<file path="src/rtl/arb_agent_pkg.sv">
// arb_agent_pkg: shared types and default parameters for the REQ/GNT
// requester agent (arb_req_agent) and its command queue (arb_cmd_fifo).
package arb_agent_pkg;

  localparam int DEF_LEN_W      = 4;   // burst length field width
  localparam int DEF_FIFO_DEPTH = 4;   // command queue depth (power of two)
  localparam int DEF_TIMEOUT    = 15;  // REQ-without-GNT cycles before back-off

  // Agent phases; req is asserted only in ST_REQ and ST_OWN.
  typedef enum logic [2:0] {
    ST_IDLE,
    ST_REQ,
    ST_OWN,
    ST_GAP,
    ST_BACKOFF
  } state_t;

endpackage

</file>
<file path="src/rtl/arb_cmd_fifo.sv">
// arb_cmd_fifo: synchronous command FIFO with wrap-bit pointers.
// Ports:
//   clk, rst          clock, asynchronous active-high reset (empties queue)
//   push, push_data   write request (ignored when full) and data
//   pop               read request (ignored when empty)
//   full, empty       status
//   head              current head entry (valid when !empty)
module arb_cmd_fifo #(
  parameter int WIDTH = 4,
  parameter int DEPTH = 4
) (
  input  logic             clk,
  input  logic             rst,
  input  logic             push,
  input  logic [WIDTH-1:0] push_data,
  input  logic             pop,
  output logic             full,
  output logic             empty,
  output logic [WIDTH-1:0] head
);

  localparam int AW = (DEPTH < 2) ? 1 : $clog2(DEPTH);

  // One extra MSB per pointer distinguishes full from empty when the
  // address bits match.
  logic [AW:0]      wr_ptr;
  logic [AW:0]      rd_ptr;
  logic [WIDTH-1:0] mem [DEPTH];

  logic do_push;
  logic do_pop;

  assign do_push = push && !full;
  assign do_pop  = pop && !empty;

  // NOTE: sequential state uses non-blocking (<=) so every register samples
  // pre-edge values regardless of statement order.
  always_ff @(posedge clk or posedge rst) begin
    if (rst) begin
      wr_ptr <= '0;
      rd_ptr <= '0;
    end else begin
      if (do_push) wr_ptr <= wr_ptr + {{AW{1'b0}}, 1'b1};
      if (do_pop)  rd_ptr <= rd_ptr + {{AW{1'b0}}, 1'b1};
    end
  end

  // NOTE: storage is deliberately not reset; the pointers alone define which
  // entries are meaningful, and an unreset array maps onto plain RAM/flops.
  always_ff @(posedge clk) begin
    if (do_push) mem[wr_ptr[AW-1:0]] <= push_data;
  end

  assign empty = (wr_ptr == rd_ptr);
  assign full  = (wr_ptr[AW] != rd_ptr[AW]) &&
                 (wr_ptr[AW-1:0] == rd_ptr[AW-1:0]);
  assign head  = mem[rd_ptr[AW-1:0]];

endmodule

</file>
<file path="src/rtl/arb_req_agent.sv">
// arb_req_agent: requester side of a fixed-priority REQ/GNT arbiter.
// Queues burst commands, raises req, counts granted beats, drops req for one
// cycle between bursts, and flags grant timeouts and spurious grants.
// Ports:
//   clk, rst       clock, asynchronous active-high reset
//   cmd_valid      client offers a command; cmd_len = beats - 1
//   cmd_ready      queue not full (command taken on cmd_valid && cmd_ready)
//   req            registered request to the arbiter
//   gnt            grant from the arbiter
//   beat_valid     one beat transferred this cycle
//   beat_cnt       beats remaining minus one in the current burst
//   done           one-cycle pulse after the last beat
//   timeout        one-cycle pulse when the grant watchdog expires
//   err_spurious   pulse: gnt was high while req was low
//   busy           agent active or commands pending
module arb_req_agent
  import arb_agent_pkg::*;
#(
  parameter int LEN_W      = DEF_LEN_W,
  parameter int FIFO_DEPTH = DEF_FIFO_DEPTH,
  parameter int TIMEOUT    = DEF_TIMEOUT
) (
  input  logic             clk,
  input  logic             rst,
  input  logic             cmd_valid,
  input  logic [LEN_W-1:0] cmd_len,
  output logic             cmd_ready,
  output logic             req,
  input  logic             gnt,
  output logic             beat_valid,
  output logic [LEN_W-1:0] beat_cnt,
  output logic             done,
  output logic             timeout,
  output logic             err_spurious,
  output logic             busy
);

  localparam int WAIT_W = (TIMEOUT < 2) ? 1 : $clog2(TIMEOUT + 1);

  state_t             state;
  state_t             state_nx;
  logic               fifo_full;
  logic               fifo_empty;
  logic               fifo_pop;
  logic [LEN_W-1:0]   head_len;
  logic [WAIT_W-1:0]  wait_cnt;
  logic               wd_expire;
  logic               last_beat;

  arb_cmd_fifo #(
    .WIDTH (LEN_W),
    .DEPTH (FIFO_DEPTH)
  ) u_cmd_fifo (
    .clk       (clk),
    .rst       (rst),
    .push      (cmd_valid && cmd_ready),
    .push_data (cmd_len),
    .pop       (fifo_pop),
    .full      (fifo_full),
    .empty     (fifo_empty),
    .head      (head_len)
  );

  // A zero TIMEOUT disables the watchdog entirely.
  assign wd_expire = (TIMEOUT != 0) && (wait_cnt == WAIT_W'(TIMEOUT));
  assign last_beat = (state == ST_OWN) && gnt && (beat_cnt == '0);

  // NOTE: every output of this block gets a default first, so no path leaves
  // a signal unassigned and no latch is inferred.
  always_comb begin
    state_nx = state;
    fifo_pop = 1'b0;
    unique case (state)
      ST_IDLE: if (!fifo_empty) state_nx = ST_REQ;
      ST_REQ: begin
        if (gnt) begin
          state_nx = ST_OWN;
          fifo_pop = 1'b1;
        end else if (wd_expire) begin
          state_nx = ST_BACKOFF;
        end
      end
      // gnt low in OWN means a higher-priority requester preempted us: hold.
      ST_OWN:     if (last_beat) state_nx = ST_GAP;
      ST_GAP:     state_nx = fifo_empty ? ST_IDLE : ST_REQ;
      ST_BACKOFF: state_nx = ST_REQ;
      default:    state_nx = ST_IDLE;
    endcase
  end

  always_ff @(posedge clk or posedge rst) begin
    if (rst) begin
      state        <= ST_IDLE;
      req          <= 1'b0;
      beat_cnt     <= '0;
      wait_cnt     <= '0;
      done         <= 1'b0;
      timeout      <= 1'b0;
      err_spurious <= 1'b0;
    end else begin
      state        <= state_nx;
      req          <= (state_nx == ST_REQ) || (state_nx == ST_OWN);
      done         <= last_beat;
      timeout      <= (state == ST_REQ) && !gnt && wd_expire;
      err_spurious <= gnt && !req;

      if ((state == ST_REQ) && gnt) begin
        beat_cnt <= head_len;
      end else if ((state == ST_OWN) && gnt && (beat_cnt != '0)) begin
        beat_cnt <= beat_cnt - {{(LEN_W-1){1'b0}}, 1'b1};
      end

      // Count only consecutive ungranted REQ cycles; any exit clears it.
      if ((state == ST_REQ) && (state_nx == ST_REQ)) begin
        wait_cnt <= wait_cnt + {{(WAIT_W-1){1'b0}}, 1'b1};
      end else begin
        wait_cnt <= '0;
      end
    end
  end

  assign cmd_ready  = !fifo_full;
  assign beat_valid = (state == ST_OWN) && gnt;
  assign busy       = (state != ST_IDLE) || !fifo_empty;

endmodule

</file>
<file path="config.mk">
export PLATFORM = sky130hd
export DESIGN_NAME = arb_req_agent
export DESIGN_NICKNAME = d
export VERILOG_FILES = /design/src/rtl/arb_agent_pkg.sv /design/src/rtl/arb_cmd_fifo.sv /design/src/rtl/arb_req_agent.sv
export SDC_FILE = /design/constraint.sdc
export NUM_CORES = 1
export LEC_CHECK = 0
export CAP_MARGIN = 30
export CORE_UTILIZATION = 59
export CTS_CLUSTER_SIZE = 30
export DETAILED_ROUTE_END_ITERATION = 12
export HOLD_SLACK_MARGIN = 0.1
export PLACE_DENSITY = 0.83
export SLEW_MARGIN = 20
export SYNTH_ARGS = -nofsm -noshare
export SYNTH_HDL_FRONTEND = slang
export SYNTH_SLANG_ARGS = --single-unit
</file>
<file path="constraint.sdc">
create_clock -name clk -period 2.6 [get_ports clk]
set_input_delay 0.78 -clock clk [delete_from_list [all_inputs] [get_ports clk]]
set_output_delay 0.78 -clock clk [all_outputs]
set_load 0.02 [all_outputs]
</file>
==> impl_metrics.ini, run 1 <==
[run_status]
outcome = complete, no violations

[worst_setup_path]
crit_path_cell_trace = clkdlybuf4s50_1, and4bb_2, clkdlybuf4s15_2
critPathCaptureType = output pin
cp.depth = 3
cpPeakStageDelay_ns = 0.49
path_class = in2out
crit_path_start_kind = input port
crit_family = buffers and inverters
ff2ff_path_depth = 6
critPathMaxFanout = 2
cp.required_ns = 1.82
crit_arrival_ns = 1.77
crit_slowest_cell = clkdlybuf4s50_1
critPathBufInv = 2

[sta]
fin_crit_ns = 2.552
finalCritPeriodShare_pct = 98.15
skew_ns = 0.01662
worst_slack_ns = 0.04808
worst_slew_pin_slew_ns = 0.3963
rsz0062_at_grt = no
fmax_mhz = 391.9
hold_viol = 0
slew_headroom_pct = 73.55
slew_violations = 0
final-setup-viol-count = 0

[placed_design]
portBuffers = 18
dpl_worst_slack_ns = -0.2958
place_inst = 177
dp_hpwl_um = 2043
globalplace.congestion = 0.7785

[grt]
first_global_vias = 1072
grt_pass1_wl_um = 4947
overflow = 0
grt_max_degree = 22
grt_antenna_before_repair = 0
grt.total_usage_pct = 21.28

[cts]
ctsHoldBuffers = 0
cts_resized = 6
clock_sinks = 37
clk_pin_slew_worst_paths_ns = 0.11
clock_latency_ns = 0.34
numCtsBuffers = 5
tritoncts = yes
post_cts_buffers = 0
cts_root_buffer = clkbuf_4
cts-htree-levels = 2
clockBufferDepth = 2

[synthesis]
yosys-top-cells-area = dfrtp_1 (31%), edfxtp_1 (28%), ha_1 (5.8%)
netlist_area_mm2 = 0.001720
yosys_register_bits = 37
async_reset_ff_share_pct = 56.76
synth_top_flop_cell = dfrtp_1
syn_area_per_cell_um2 = 13.87
synth_largest_area_cell = dfrtp_1
ys_warn_count = 0
ys_types = 40
synth_edf_count = 16
ys_seq_area_share_pct = 58.47
syn_nets = 140
yosysTopAreaCellShare_pct = 30.55
syn_inst = 124

[die]
start_util_pct = 62.39
io_pins = 19
placementRows = 19
core_mm2 = 0.002758
die-area_mm2 = 0.003136
die_y_um = 56
die_x_um = 56

[finish]
layout-drive-gt1-share_pct = 19.48
final_common_cell = dfrtp_1
nNetsFinal = 169
final_cell_mix = dfrtp_1 (20), edfxtp_1 (16), clkdlybuf4s50_1 (15)
fin_cells = 185
num_antenna_cells = 0
area_growth_pct = 17.96

[power_and_ir_drop]
pwr-share-clk_pct = 13.5
vdd_drop_max_v = 0.0007814
p_leak_uw = 0.0008462
switching_power_uw = 788.6
combPwrFrac_pct = 42.9
p_per_area_mw_per_mm2 = 1065
p_int_uw = 1374
p_seq_share_pct = 43.7
switching_share_pct = 36.47

[detailed_routing]
drt_wl_total_um = 2741
drt_iter0_drc = 22
dr.pass1.iters = 4
detail_route.vias_per_cell = 5.568
drtAntennaViolNets = 0
wl_per_cell_um = 14.82
drc_errors = 0
vias = 1030

[hold_path]
holdCritPathClass = reg2reg
whs_path_depth = 1

[job]
maxCapViolations = 0
==> layer usage <==
| metal | routed length, um | GRT usage [%] |
|---|---|---|
| met5 | 0 | 0 |
| met4 | 46 | 8.362 |
| met3 | 130 | 7.209 |
| met2 | 1354 | 34.18 |
| met1 | 1209 | 26.63 |
==> area by class of cell <==
class                   instances  area, um2
flip-flops and latches         37       1007
fillers                       196      728.2
multi-input cells              78      678.2
repair buffers                 24      224.0
well taps                      31      38.79
clock buffers                   5      37.54
inverters                       7      26.28
clock inverters                 3      17.52
==> power groups by stage <==
stage               registers [uW]  clock network (uW)  logic (uW)
floorplan                      974                   0         613
global placement               942                   0         906
detailed placement             958                   0         950
CTS                            946                 296         944
global route                   971                 331        1030
finish                         944                 291         927
==> metrics by stage <==
stage	util (%)	power [uW]	hold slack, ns	instance area (um2)	TNS [ns]
floorplan	-	1587	0.4597	1720	0
global placement	71.60	1849	0.4073	1974	-0.2554
detailed placement	71.60	1908	0.4162	1974	-0.2958
CTS	73.59	2187	0.4327	2029	0
global route	73.59	2332	0.4645	2029	0
finish	73.59	2162	0.4343	2029	0
==> final timing paths <==
| kind | endpoint | slack, ns | start |
|---|---|---|---|
| worst max register to register | beat_cnt[1] | 0.93 | beat_cnt[0] |
| worst min register to register | err_spurious | 0.43 | req |
| worst max-delay path | beat_valid | 0.05 | gnt |
| worst min-delay path | err_spurious | 0.43 | req |
| max in group asynchronous | u_cmd_fifo.rd_ptr[1] | 1.61 | rst |
| min in group asynchronous | u_cmd_fifo.rd_ptr[1] | 0.77 | rst |
==> synthesized netlist by cell type, types with 3 or more instances <==
master	count
xor2_1	3
xnor2_1	8
mux2_2	3
nor2_1	6
o21ai_0	4
and3_1	4
dfrtp_1	21
mux4_2	4
edfxtp_1	16
inv_1	7
nand2_1	4
ha_1	8
nand3_1	5
==> state kept, by name (all words and copies together) (netlist names) <==
signal	flops
done	1
state	3
err_spurious	1
u_cmd_fifo.mem	16
u_cmd_fifo.wr_ptr	3
beat_cnt	4
u_cmd_fifo.rd_ptr	3
wait_cnt	4
timeout	1
req	1
==> logic make-up (layout without fill, tap and decap cells) <==
family / Yosys count / in the layout / share of synthesized area, %
AND/OR/NAND/NOR: 37 / 37 / 14.25
multiplexers: 9 / 9 / 8.654
AO/OA/AOI/OAI: 13 / 13 / 5.091
flip-flops: 37 / 37 / 58.47
XOR/XNOR: 11 / 11 / 5.600
buffers and inverters: 9 / 39 / 2.109
adder cells (fa/ha/maj): 8 / 8 / 5.818
Power figures use the tool's default switching activity.
==> run 2: changes to the inputs <==
--- a/config.mk
+++ b/config.mk
@@ -5,12 +5,13 @@
 export SDC_FILE = /design/constraint.sdc
 export NUM_CORES = 1
 export LEC_CHECK = 0
-export CAP_MARGIN = 30
 export CORE_UTILIZATION = 59
+export CTS_BUF_LIST = sky130_fd_sc_hd__clkbuf_16
 export CTS_CLUSTER_SIZE = 30
 export DETAILED_ROUTE_END_ITERATION = 12
 export HOLD_SLACK_MARGIN = 0.1
 export PLACE_DENSITY = 0.83
+export SKIP_LAST_GASP = 1
 export SLEW_MARGIN = 20
 export SYNTH_ARGS = -nofsm -noshare
 export SYNTH_HDL_FRONTEND = slang
==> run 2 against run 1 <==
Hold slack lost 0.0083 ns; clock skew shrank 0.0095 ns; sequential share of layout area shrank 2.1 points; combinational power grew 0.9%; clock power grew 99%; utilization grew 3.2 points; setup slack gained 0.088 ns; global-route usage grew 0.70 points; via count grew 0.87%; first-iteration DRC count grew 45%; power grew 14%; largest cell class unchanged; largest power group unchanged.
==> impl_metrics.ini, run 2 (synthesized netlist as in run 1, its figures left out) <==
[run_status]
outcome = complete, no violations

[power_and_ir_drop]
switching_share_pct = 33.79
pwr-share-clk_pct = 23.5
p_seq_share_pct = 38.5
switching_power_uw = 832.3
combPwrFrac_pct = 37.9
p_int_uw = 1631
p_per_area_mw_per_mm2 = 1163
p_leak_uw = 0.0008909
vdd_drop_max_v = 0.0009395

[grt]
grt_max_degree = 22
grt.total_usage_pct = 21.98
first_global_vias = 1105
overflow = 0
grt_antenna_before_repair = 0
grt_pass1_wl_um = 5092

[sta]
finalCritPeriodShare_pct = 94.78
hold_viol = 0
worst_slew_pin_slew_ns = 0.4048
fmax_mhz = 405.8
slew_violations = 0
final-setup-viol-count = 0
skew_ns = 0.007167
fin_crit_ns = 2.464
tns_ns = 0
whs_ns = 0.4259
rsz0062_at_grt = no
slew_headroom_pct = 72.98

[cts]
clk_pin_slew_worst_paths_ns = 0.05
numCtsBuffers = 5
ctsHoldBuffers = 0
cts-htree-levels = 2
tritoncts = yes
clockBufferDepth = 2
clock_latency_ns = 0.28
cts_root_buffer = clkbuf_16
post_cts_buffers = 0
clock_sinks = 37

[worst_setup_path]
endpoint = beat_valid
r2r-start = beat_cnt[0]
critPathCaptureType = output pin
regToRegSetupSlack_ns = 0.95
cp-startpoint = gnt
ff2ff_path_depth = 6
cp.required_ns = 1.82
crit_path_start_kind = input port
worstReg2RegEnd = beat_cnt[1]
critPathMaxFanout = 2
path_class = in2out
crit_arrival_ns = 1.68

[placed_design]
dp_hpwl_um = 2043
globalplace.congestion = 0.7785
portBuffers = 18
place_inst = 177

[die]
die_y_um = 56
die-area_mm2 = 0.003136
die_x_um = 56
core_mm2 = 0.002758
placementRows = 19
start_util_pct = 62.39
io_pins = 19

[finish]
nFillCells = 183
layout-drive-gt1-share_pct = 19.48
final_common_cell = dfrtp_1
fin_cells = 185
area_growth_pct = 23.13
largest_reg_flops = 16
nNetsFinal = 169
num_antenna_cells = 0
final_cell_mix = dfrtp_1 (20), edfxtp_1 (16), clkdlybuf4s50_1 (15)

[detailed_routing]
vias = 1039
m1WireLength_um = 1195
drtAntennaViolNets = 0
wl_met3_um = 160
wl_per_cell_um = 15.62
drc_errors = 0
drt_wl_total_um = 2890
detail_route.vias_per_cell = 5.616
drt_iter0_drc = 32
top_layer_used = met4
wl_met2_um = 1479
dr.pass1.iters = 4

[hold_path]
holdCritPathClass = reg2reg

[job]
maxCapViolations = 0
==> run 2: per-stage QoR <==
stage	area (um2)	power [uW]	util, %	setup WS (ns)
6_report	2118	2464	76.81	0.1358
5_1_grt	2118	2619	76.81	0.1181
4_1_cts	2118	2494	76.81	-0.001901
3_5_place_dp	1974	1908	71.60	-0.2958
3_3_place_gp	1974	1849	71.60	-0.2554
2_1_floorplan	1720	1587	-	0.6858
==> run 2: how the worst min path moves through the flow <==
stage                startpoint            to  slack [ns]  depth (start not counted)
finish                      req  err_spurious        0.43                          1
global route                req  err_spurious        0.46                          1
CTS                         req  err_spurious        0.42                          1
detailed placement          req  err_spurious        0.42                          1
global placement            req  err_spurious        0.41                          1
floorplan           wait_cnt[3]   wait_cnt[3]        0.46                          1
==> run 2: what timing repair did <==
action | in CTS | in global routing
endpoints found under the setup margin | 2 | 3
pin swaps | 0 | 0
resized for setup | 3 | 3
==> run 2: routing by layer <==
layer	vias up	GRT usage, %
li1	507	-
met1	494	26.63
met2	31	36.56
met3	7	6.512
met4	0	9.408
met5	-	0
==> run 2: worst max-delay path, stage by stage <==
cell and delay (ns):
clkdlybuf4s50_1 0.49, and4bb_2 0.25, clkbuf_2 0.17
==> run 2: area by class of cell <==
type | count | area [um2] | area share, %
repair buffers | 24 | 225.2 | 10.63
clock inverters | 3 | 17.52 | 0.8269
multi-input cells | 78 | 678.2 | 32.01
clock buffers | 5 | 125.1 | 5.907
well taps | 31 | 38.79 | 1.831
inverters | 7 | 26.28 | 1.240
flip-flops and latches | 37 | 1007 | 47.55
==> run 2: power by group through the flow <==
| stage | Combinational [uW] | Sequential [uW] | Clock (uW) |
|---|---|---|---|
| after detailed placement | 950 | 958 | 0 |
| after global placement | 906 | 942 | 0 |
| final | 935 | 949 | 580 |
| after global routing | 1040 | 973 | 611 |
| after floorplan | 613 | 974 | 0 |
| after CTS | 958 | 950 | 586 |
==> run 3: changes to the inputs <==
--- a/config.mk
+++ b/config.mk
@@ -5,12 +5,13 @@
 export SDC_FILE = /design/constraint.sdc
 export NUM_CORES = 1
 export LEC_CHECK = 0
-export CORE_UTILIZATION = 59
+export CORE_UTILIZATION = 55
 export CTS_BUF_LIST = sky130_fd_sc_hd__clkbuf_16
 export CTS_CLUSTER_SIZE = 30
 export DETAILED_ROUTE_END_ITERATION = 12
 export HOLD_SLACK_MARGIN = 0.1
-export PLACE_DENSITY = 0.83
+export PLACE_DENSITY = 0.78
+export RECOVER_POWER = 25
 export SKIP_LAST_GASP = 1
 export SLEW_MARGIN = 20
 export SYNTH_ARGS = -nofsm -noshare
==> constraint.sdc (replaced) <==
create_clock -name clk -period 2.4 [get_ports clk]
set_input_delay 0.72 -clock clk [delete_from_list [all_inputs] [get_ports clk]]
set_output_delay 0.72 -clock clk [all_outputs]
set_load 0.02 [all_outputs]
==> run 3 against run 2 <==
The run now ends with DRC left; clock skew shrank 0.0044 ns; cell count is 0.54% higher; critical path type unchanged; hold slack gained 0.0093 ns; die area is 7.0% higher.
==> impl_metrics.ini, run 3 (synthesized netlist as in run 1, its figures left out) <==
[die]
core_mm2 = 0.002853
die_y_um = 57.93
io_pins = 19
placementRows = 19
die-area_mm2 = 0.003356
die_x_um = 57.93
start_util_pct = 60.31

[cts]
clock_sinks = 37
clk_pin_slew_worst_paths_ns = 0.06
cts_root_buffer = clkbuf_16
cts-htree-levels = 2
post_cts_buffers = 0
tritoncts = yes
clockBufferDepth = 2
numCtsBuffers = 5
clock_latency_ns = 0.28

[worst_setup_path]
crit_path_cell_trace = clkdlybuf4s50_1, and4bb_2, clkbuf_2
crit_slowest_cell = clkdlybuf4s50_1
crit_family = buffers and inverters
path_class = in2out
regToRegSetupSlack_ns = 0.70
crit_path_start_kind = input port
critPathBufInv = 2
crit_arrival_ns = 1.60
cp.required_ns = 1.68
critPathMaxFanout = 2
critPathCaptureType = output pin
ff2ff_path_depth = 6
cpPeakStageDelay_ns = 0.47
cp.depth = 3

[grt]
grtUsageMet3_pct = 8.259
grt_use_met2_pct = 37.93
top_usage_layer = met2
grt.total_usage_pct = 22.75
grt_max_degree = 22
grt_pass1_wl_um = 5347
grt_antenna_before_repair = 0
overflow = 0
first_global_vias = 1126
use_met1_pct = 25.91

[finish]
multi_input_area_um2 = 693.2
seq_area_mm2 = 0.001006
nFillCells = 190
final_common_cell = dfrtp_1
final_cell_mix = dfrtp_1 (21), edfxtp_1 (16), clkdlybuf4s50_1 (14)
layout-drive-gt1-share_pct = 20.65
num_antenna_cells = 0
final_area_mm2 = 0.002157
largest_reg_flops = 16
area_growth_pct = 25.38
nNetsFinal = 170

[job]
maxCapViolations = 0

[detailed_routing]
dr.pass1.iters = 8
drt_iter0_drc = 42
drc_errors = 3
vias = 1094
drtAntennaViolNets = 0
drt_wl_total_um = 3249
detail_route.vias_per_cell = 5.882
wl_per_cell_um = 17.47

[sta]
worst_slew_pin_slew_ns = 1.127
hold_viol = 0
fmax_mhz = 431.1
fin_crit_ns = 2.320
finalCritPeriodShare_pct = 96.65
slew_violations = 0
skew_ns = 0.002754
final-setup-viol-count = 0
slew_headroom_pct = 24.89
worst_slack_ns = 0.08029

[placed_design]
portBuffers = 18
dpl_worst_slack_ns = -0.3596
dp_hpwl_um = 2283
globalplace.congestion = 0.7589
placed_area_mm2 = 0.001982

[run_status]
violations = DRC
outcome = finished, violations left

[power_and_ir_drop]
vdd_drop_max_v = 0.0007586
power.total_uw = 2851
p_leak_uw = 0.0009080
p_per_area_mw_per_mm2 = 1322

[hold_path]
holdCritPathClass = reg2reg
whs_path_depth = 1
## run 3: final timing paths
check / startpoint / end
setup / recovery: gnt / beat_valid
hold / removal: req / err_spurious
setup reg to reg: beat_cnt[0] / beat_cnt[3]
hold reg to reg: req / err_spurious
max in group asynchronous: rst / state[0]
min in group asynchronous: rst / u_cmd_fifo.wr_ptr[0]
## run 3: timing repair
item | 4_1_cts | 5_1_grt
setup endpoints to repair | 3 | 2
endpoints found under the hold margin | 0 | 0
hold buffers | 0 | 0
gates resized for setup | 3 | 4
## run 3: final cells by class
cell class | instances | area share [%]
Clock buffer | 5 | 5.800
Clock inverter | 3 | 2.146
Inverter | 7 | 1.218
Multi-Input combinational cell | 78 | 32.13
Sequential cell | 37 | 46.64
Tap cell | 31 | 1.798
Timing Repair Buffer | 25 | 10.27
## run 3: per-stage QoR
stage / cells / util [%] / setup TNS, ns / hold slack [ns]
CTS: 186 / 75.35 / -0.08961 / 0.4460
detailed placement: 178 / 69.47 / -0.3596 / 0.4385
finish: 186 / 75.61 / 0 / 0.4353
floorplan: 124 / - / 0 / 0.4597
global route: 186 / 75.61 / -0.006396 / 0.4540
global placement: 178 / 69.47 / -0.3328 / 0.4155
## run 3: power by group
| part | leakage (uW) | internal, uW | total, uW | switching, uW |
|---|---|---|---|---|
| clock network | 0.0000800 | 491 | 737 | 246 |
| registers | 0.000410 | 860 | 1030 | 173 |
| logic | 0.000418 | 547 | 1080 | 534 |
| total | 0.000908 | 1900 | 2850 | 953 |
## run 3: layer usage
layer	routed length [um]	share of wire, %	vias up
li1	-	-	512
met1	1313	40	539
met2	1693	52	32
met3	155	4.8	11
met4	86	2.6	0
met5	0	0	-
